<file path="src/rtl/rasterix_tex_pkg.sv">
// Shared texture-path definitions: texel geometry, Q0.8 weight type and channel slicing.
// Used by the texture sampler, texel buffer and the bilinear filter.
package rasterix_tex_pkg;

  localparam int PIXEL_WIDTH   = 32;
  localparam int CHANNEL_WIDTH = 8;
  localparam int NUM_CHANNELS  = 4;
  localparam int WEIGHT_WIDTH  = 8;

  typedef logic [CHANNEL_WIDTH-1:0] channel_t;
  typedef logic [WEIGHT_WIDTH-1:0]  weight_t;

  // Channel 0 is the least significant byte (A); channel 3 is R.
  function automatic channel_t get_channel(input logic [PIXEL_WIDTH-1:0] px, input int idx);
    return px[idx*CHANNEL_WIDTH +: CHANNEL_WIDTH];
  endfunction

endpackage

</file>
<file path="src/rtl/tex_lerp8.sv">
// Combinational 8-bit linear interpolation: y = (a*(256-w) + b*w) >> 8, truncating.
// The 16-bit sum peaks at 255*256, so the result always fits in 8 bits.
module tex_lerp8
  import rasterix_tex_pkg::*;
(
  input  channel_t a_i,
  input  channel_t b_i,
  input  weight_t  w_i,
  output channel_t y_o
);

  localparam logic [WEIGHT_WIDTH:0] W_ONE = {1'b1, {WEIGHT_WIDTH{1'b0}}};
  localparam int ACC_WIDTH = 2 * CHANNEL_WIDTH;

  logic [WEIGHT_WIDTH:0] w_inv;
  logic [ACC_WIDTH-1:0]  acc;

  assign w_inv = W_ONE - {1'b0, w_i};
  assign acc   = ({{(ACC_WIDTH-CHANNEL_WIDTH){1'b0}}, a_i} * {{(ACC_WIDTH-WEIGHT_WIDTH-1){1'b0}}, w_inv})
               + ({{(ACC_WIDTH-CHANNEL_WIDTH){1'b0}}, b_i} * {{(ACC_WIDTH-WEIGHT_WIDTH){1'b0}}, w_i});
  assign y_o   = channel_t'(acc >> CHANNEL_WIDTH);

endmodule

</file>
<file path="src/rtl/texture_bilinear_filter.sv">
// Three-stage bilinear filter of a 2x2 RGBA8888 quad with whole-pipeline stall and sideband tag.
// Blend arithmetic is built only with TEXTURE_BILINEAR_FILTER_EN; otherwise texel00 passes through at equal latency.
module texture_bilinear_filter #(
  parameter int PIXEL_WIDTH = 32,
  parameter int USER_WIDTH  = 16
) (
  input  logic                   aclk,
  input  logic                   reset,
  input  logic                   s_valid,
  output logic                   s_ready,
  input  logic [PIXEL_WIDTH-1:0] s_texel00,
  input  logic [PIXEL_WIDTH-1:0] s_texel01,
  input  logic [PIXEL_WIDTH-1:0] s_texel10,
  input  logic [PIXEL_WIDTH-1:0] s_texel11,
  input  logic [15:0]            s_subCoordS,
  input  logic [15:0]            s_subCoordT,
  input  logic                   s_enableBilinear,
  input  logic [USER_WIDTH-1:0]  s_user,
  output logic                   m_valid,
  input  logic                   m_ready,
  output logic [PIXEL_WIDTH-1:0] m_texel,
  output logic [USER_WIDTH-1:0]  m_user
);
  import rasterix_tex_pkg::*;

  logic                   advance;
  logic                   p1_valid_q, p2_valid_q, m_valid_q;
  logic [USER_WIDTH-1:0]  p1_user_q, p2_user_q, m_user_q;
  logic [PIXEL_WIDTH-1:0] p1_top_d, p1_top_q;
  logic [PIXEL_WIDTH-1:0] p2_texel_d, p2_texel_q;
  logic [PIXEL_WIDTH-1:0] m_texel_q;

  // Whole pipeline moves together; bubbles are never squeezed out.
  assign advance = !m_valid_q || m_ready;
  assign s_ready = advance;

`ifdef TEXTURE_BILINEAR_FILTER_EN
  weight_t                ws_d, wt_d, p1_wt_q;
  logic [PIXEL_WIDTH-1:0] p1_bot_d, p1_bot_q;

  // Zero weights make every lerp return its first operand, i.e. texel00 in nearest mode.
  assign ws_d = s_enableBilinear ? weight_t'(s_subCoordS[15:8]) : '0;
  assign wt_d = s_enableBilinear ? weight_t'(s_subCoordT[15:8]) : '0;

  for (genvar ch = 0; ch < NUM_CHANNELS; ch++) begin : g_ch
    tex_lerp8 u_p1_top (
      .a_i (get_channel(s_texel00, ch)),
      .b_i (get_channel(s_texel01, ch)),
      .w_i (ws_d),
      .y_o (p1_top_d[ch*CHANNEL_WIDTH +: CHANNEL_WIDTH])
    );
    tex_lerp8 u_p1_bot (
      .a_i (get_channel(s_texel10, ch)),
      .b_i (get_channel(s_texel11, ch)),
      .w_i (ws_d),
      .y_o (p1_bot_d[ch*CHANNEL_WIDTH +: CHANNEL_WIDTH])
    );
    tex_lerp8 u_p2 (
      .a_i (get_channel(p1_top_q, ch)),
      .b_i (get_channel(p1_bot_q, ch)),
      .w_i (p1_wt_q),
      .y_o (p2_texel_d[ch*CHANNEL_WIDTH +: CHANNEL_WIDTH])
    );
  end

  always_ff @(posedge aclk or posedge reset) begin
    if (reset) begin
      p1_bot_q <= '0;
      p1_wt_q  <= '0;
    end else if (advance && s_valid) begin
      p1_bot_q <= p1_bot_d;
      p1_wt_q  <= wt_d;
    end
  end
`else
  logic unused_filter_inputs;

  assign unused_filter_inputs = ^{s_texel01, s_texel10, s_texel11,
                                  s_subCoordS, s_subCoordT, s_enableBilinear};
  assign p1_top_d   = s_texel00;
  assign p2_texel_d = p1_top_q;
`endif

  // NOTE: non-blocking assignments let each stage capture the previous stage's pre-edge value.
  always_ff @(posedge aclk or posedge reset) begin
    if (reset) begin
      p1_valid_q <= 1'b0;
      p2_valid_q <= 1'b0;
      m_valid_q  <= 1'b0;
      p1_user_q  <= '0;
      p2_user_q  <= '0;
      m_user_q   <= '0;
      p1_top_q   <= '0;
      p2_texel_q <= '0;
      m_texel_q  <= '0;
    end else if (advance) begin
      p1_valid_q <= s_valid;
      p2_valid_q <= p1_valid_q;
      m_valid_q  <= p2_valid_q;
      if (s_valid) begin
        p1_user_q <= s_user;
        p1_top_q  <= p1_top_d;
      end
      if (p1_valid_q) begin
        p2_user_q  <= p1_user_q;
        p2_texel_q <= p2_texel_d;
      end
      if (p2_valid_q) begin
        m_user_q  <= p2_user_q;
        m_texel_q <= p2_texel_q;
      end
    end
  end

  assign m_valid = m_valid_q;
  assign m_texel = m_texel_q;
  assign m_user  = m_user_q;

endmodule

</file>
<file path="config.mk">
export PLATFORM = sky130hd
export DESIGN_NAME = texture_bilinear_filter
export DESIGN_NICKNAME = d
export VERILOG_FILES = /design/src/rtl/rasterix_tex_pkg.sv /design/src/rtl/tex_lerp8.sv /design/src/rtl/texture_bilinear_filter.sv
export SDC_FILE = /design/constraint.sdc
export NUM_CORES = 1
export LEC_CHECK = 0
export CORE_UTILIZATION = 43
export CTS_CLUSTER_SIZE = 40
export DETAILED_ROUTE_END_ITERATION = 6
export PLACE_DENSITY = 0.87
export SLEW_MARGIN = 20
export SYNTH_ARGS = -nofsm -noshare
export SYNTH_HDL_FRONTEND = slang
export SYNTH_HIERARCHICAL = 1
export SYNTH_SLANG_ARGS = --single-unit
</file>
<file path="constraint.sdc">
create_clock -name aclk -period 6.35 [get_ports aclk]
set_input_delay 1.5875 -clock aclk [delete_from_list [all_inputs] [get_ports aclk]]
set_output_delay 1.5875 -clock aclk [all_outputs]
set_load 0.005 [all_outputs]
</file>
==> impl_metrics.xml <==
<?xml version="1.0" encoding="UTF-8"?>
<metrics>
  <group name="synthesis">
    <metric name="synth.yosys.warnings" unit="">6</metric>
    <metric name="seq_area_frac_synth" unit="%">65.1</metric>
    <metric name="ys_ff_latch" unit="">147</metric>
    <metric name="synth.cell_area" unit="um2">5650</metric>
    <metric name="post_synth.cell_area_avg" unit="um2">17.8</metric>
    <metric name="syn_nets" unit="">498</metric>
    <metric name="synth_cells" unit="">317</metric>
    <metric name="synth.lib_cells_used.distinct" unit="">11</metric>
  </group>
  <group name="cts">
    <metric name="tritoncts" unit="">done</metric>
    <metric name="cts_inserted_buffers" unit="">17</metric>
    <metric name="post_cts_hold_buffer_count" unit="">0</metric>
    <metric name="postCtsResizedCells" unit="">0</metric>
    <metric name="cts.clk_slew.worst_paths" unit="ns">0.06</metric>
    <metric name="clock_path_buffers" unit="">2</metric>
    <metric name="cts_root_buffer" unit="">sky130_fd_sc_hd__clkbuf_16</metric>
    <metric name="postCtsSetupBuffers" unit="">0</metric>
    <metric name="cts_num_sinks" unit="">147</metric>
    <metric name="htreeDepth" unit="">4</metric>
    <metric name="insertion_delay_of_the_later_clocked_pin_in_the_worst_skew_pair" unit="ns">0.41</metric>
  </group>
  <group name="die">
    <metric name="initial_core_util" unit="%">44.4</metric>
    <metric name="floorplan.die_area" unit="um2">13600</metric>
    <metric name="floorplan.rows" unit="">41</metric>
    <metric name="floorplan.io_pins" unit="">231</metric>
    <metric name="coreArea" unit="um2">12700</metric>
    <metric name="die_width" unit="um">117</metric>
    <metric name="floorplan.die.height" unit="um">117</metric>
  </group>
  <group name="timing">
    <metric name="worst_slew_margin" unit="%">35.5</metric>
    <metric name="timing.final.hold_violations" unit="">0</metric>
    <metric name="grt_setup_unrepaired" unit="">false</metric>
    <metric name="timing_worst_slew_pin_value" unit="ns">0.967</metric>
    <metric name="finalClockSkew" unit="ns">0.00625</metric>
    <metric name="final.period_utilization" unit="%">68.9</metric>
    <metric name="report.final.slew_viol_count" unit="">0</metric>
    <metric name="min_period" unit="ns">4.38</metric>
    <metric name="timing.final.setup_violations" unit="">0</metric>
    <metric name="fin_setup_tns" unit="ns">0</metric>
    <metric name="fmaxAchievable" unit="MHz">229</metric>
  </group>
  <group name="outcome">
    <metric name="outcome" unit="">complete, no violations</metric>
  </group>
  <group name="grt">
    <metric name="grt_util_all_layers" unit="%">16.6</metric>
    <metric name="antenna_found_initial" unit="">0</metric>
    <metric name="vias_in_the_first_global_route" unit="">3301</metric>
    <metric name="largest_net_degree_at_the_start_of_global_routing" unit="">114</metric>
    <metric name="grt.overflow.total" unit="">0</metric>
    <metric name="grt_pass1_wl" unit="mm">16.6</metric>
  </group>
  <group name="worst_setup_path">
    <metric name="critical_path.endpoint" unit="">s_ready</metric>
    <metric name="critical_path_required" unit="ns">4.76</metric>
    <metric name="critPathCaptureType" unit="">output pin</metric>
    <metric name="criticalPathCategory" unit="">in -&gt; out</metric>
    <metric name="r2r-start" unit="">m_valid</metric>
    <metric name="worst_setup_path_start_kind" unit="">input port</metric>
    <metric name="critical_path.reg2reg.endpoint" unit="">m_texel[8]</metric>
    <metric name="worst-r2r-cell-count" unit="">3</metric>
    <metric name="cp_startpoint" unit="">m_ready</metric>
    <metric name="worst_ep_arrival_time" unit="ns">2.79</metric>
    <metric name="worst-r2r-setup-slack" unit="ns">4.63</metric>
    <metric name="timing.critical_path.fanout_max" unit="">7</metric>
  </group>
  <group name="drt">
    <metric name="routedWlPerCell" unit="um">16.5</metric>
    <metric name="detailedRoute.firstIterationViolations" unit="">145</metric>
    <metric name="num_vias" unit="">2949</metric>
    <metric name="routed_wire_length" unit="mm">10.0</metric>
    <metric name="drt_drc_violations_left" unit="">0</metric>
    <metric name="drt-vias-per-instance" unit="">4.86</metric>
    <metric name="drt.antenna.violating_nets" unit="">0</metric>
    <metric name="drt_pre_antenna_iters" unit="">4</metric>
  </group>
  <group name="layout">
    <metric name="regArea" unit="um2">3680</metric>
    <metric name="nets" unit="">603</metric>
    <metric name="antenna_cells" unit="">0</metric>
    <metric name="area_delta_synth_final" unit="%">30.8</metric>
    <metric name="drive_gt1_share" unit="%">41.4</metric>
    <metric name="multi_input_area" unit="um2">1830</metric>
    <metric name="utilization_of_the_core_after_routing" unit="%">58.1</metric>
    <metric name="layout.filler_cells" unit="">1007</metric>
  </group>
  <group name="power_and_ir_drop">
    <metric name="total_leakage_power" unit="nW">3.25</metric>
    <metric name="ir_drop" unit="mV">0.295</metric>
    <metric name="powerDensity" unit="nW/um2">504</metric>
    <metric name="post-layout-total-power" unit="mW">3.73</metric>
  </group>
  <group name="flow_run">
    <metric name="cap_viol_max_count" unit="">0</metric>
  </group>
  <group name="placed_design">
    <metric name="globalplace.congestion" unit="">0.657</metric>
    <metric name="detailed_place_hpwl" unit="mm">6.24</metric>
    <metric name="buffer_ports.inserted" unit="">101</metric>
  </group>
  <group name="hold_path">
    <metric name="worst_hold_path_type" unit="">reg -&gt; reg</metric>
  </group>
</metrics>
-- cell usage after synthesis (all sizes together) --
library cell	number	area [um2]
buf	16	134
o21ai	2	10.0
dfrtp	147	3680
mux2	144	1760
nand2b	1	13.8
nand2	4	37.5
inv	3	11.3
-- metrics by stage --
| stage | hold slack, ns | cells | setup WS, ns | area, um2 |
|---|---|---|---|---|
| floorplan | 0.475 | 317 | 0.811 | 5650 |
| global placement | 0.481 | 575 | 1.96 | 6750 |
| detailed placement | 0.489 | 575 | 1.98 | 6750 |
| CTS | 0.501 | 607 | 1.97 | 7390 |
| global route | 0.515 | 607 | 1.91 | 7390 |
| finish | 0.494 | 607 | 1.97 | 7390 |
-- cells in the final DEF, fill, tap and decap left out --
master	Yosys	layout
sky130_fd_sc_hd__inv_1	3	2
sky130_fd_sc_hd__clkdlybuf4s50_1	0	101
sky130_fd_sc_hd__dfrtp_1	147	147
sky130_fd_sc_hd__mux2_4	38	38
sky130_fd_sc_hd__clkbuf_1	0	2
sky130_fd_sc_hd__nand2_1	1	1
sky130_fd_sc_hd__nand2b_4	1	1
sky130_fd_sc_hd__bufinv_16	0	4
sky130_fd_sc_hd__buf_4	0	1
sky130_fd_sc_hd__o21ai_0	2	2
sky130_fd_sc_hd__mux2_2	106	106
sky130_fd_sc_hd__clkbuf_16	0	17
sky130_fd_sc_hd__inv_6	0	2
sky130_fd_sc_hd__nand2_4	3	3
sky130_fd_sc_hd__clkinv_2	0	4
sky130_fd_sc_hd__clkbuf_8	0	4
-- area by class of cell --
class	count	area share [%]
tap	172	2.91
clock buffer	23	6.60
sequential	147	49.8
timing repair buffer	102	13.8
clock inverter	9	2.01
multi-input combinational	151	24.7
inverter	3	0.220
-- registers in the layout, indices dropped and copies added (netlist names) --
name / flops
p2_texel_q: 32
m_user: 16
m_texel: 32
p1_valid_q: 1
p1_user_q: 16
p2_valid_q: 1
p2_user_q: 16
p1_top_q: 32
m_valid: 1
-- how the worst min path moves through the flow --
stage                   startpoint       endpoint  slack (ns)  depth (start not counted)
floorplan           p2_texel_q[23]    m_texel[23]        0.47                          1
global placement     p1_user_q[12]  p2_user_q[12]        0.48                          1
detailed placement    p2_user_q[8]      m_user[8]        0.49                          1
CTS                  p2_user_q[11]     m_user[11]        0.50                          1
global route          p1_top_q[15]   p1_top_q[15]        0.51                          1
finish               p2_user_q[11]     m_user[11]        0.49                          1
-- logic make-up after synthesis --
group           synth area share (%)
flops                           65.1
mux                             31.2
buf+inv                         2.57
simple gates                   0.908
compound gates                 0.177
-- worst max-delay path, stage by stage --
cell and delay (ns):
sky130_fd_sc_hd__clkdlybuf4s50_1 0.46, sky130_fd_sc_hd__nand2b_4 0.20, sky130_fd_sc_hd__clkdlybuf4s50_1 0.53
-- per-layer routing --
layer / vias up / wire length (um) / GRT usage [%]
met5: - / 0 / 0
met4: 0 / 136 / 5.91
met3: 16 / 591 / 6.38
met2: 77 / 4970 / 28.0
met1: 1535 / 4310 / 19.2
li1: 1321 / - / -
-- report_power, final --
group | switching [mW] | internal (mW)
logic | 0.337 | 0.777
clock network | 0.361 | 0.698
registers | 0.216 | 1.34
No activity file was read; power rests on OpenSTA's default activity.
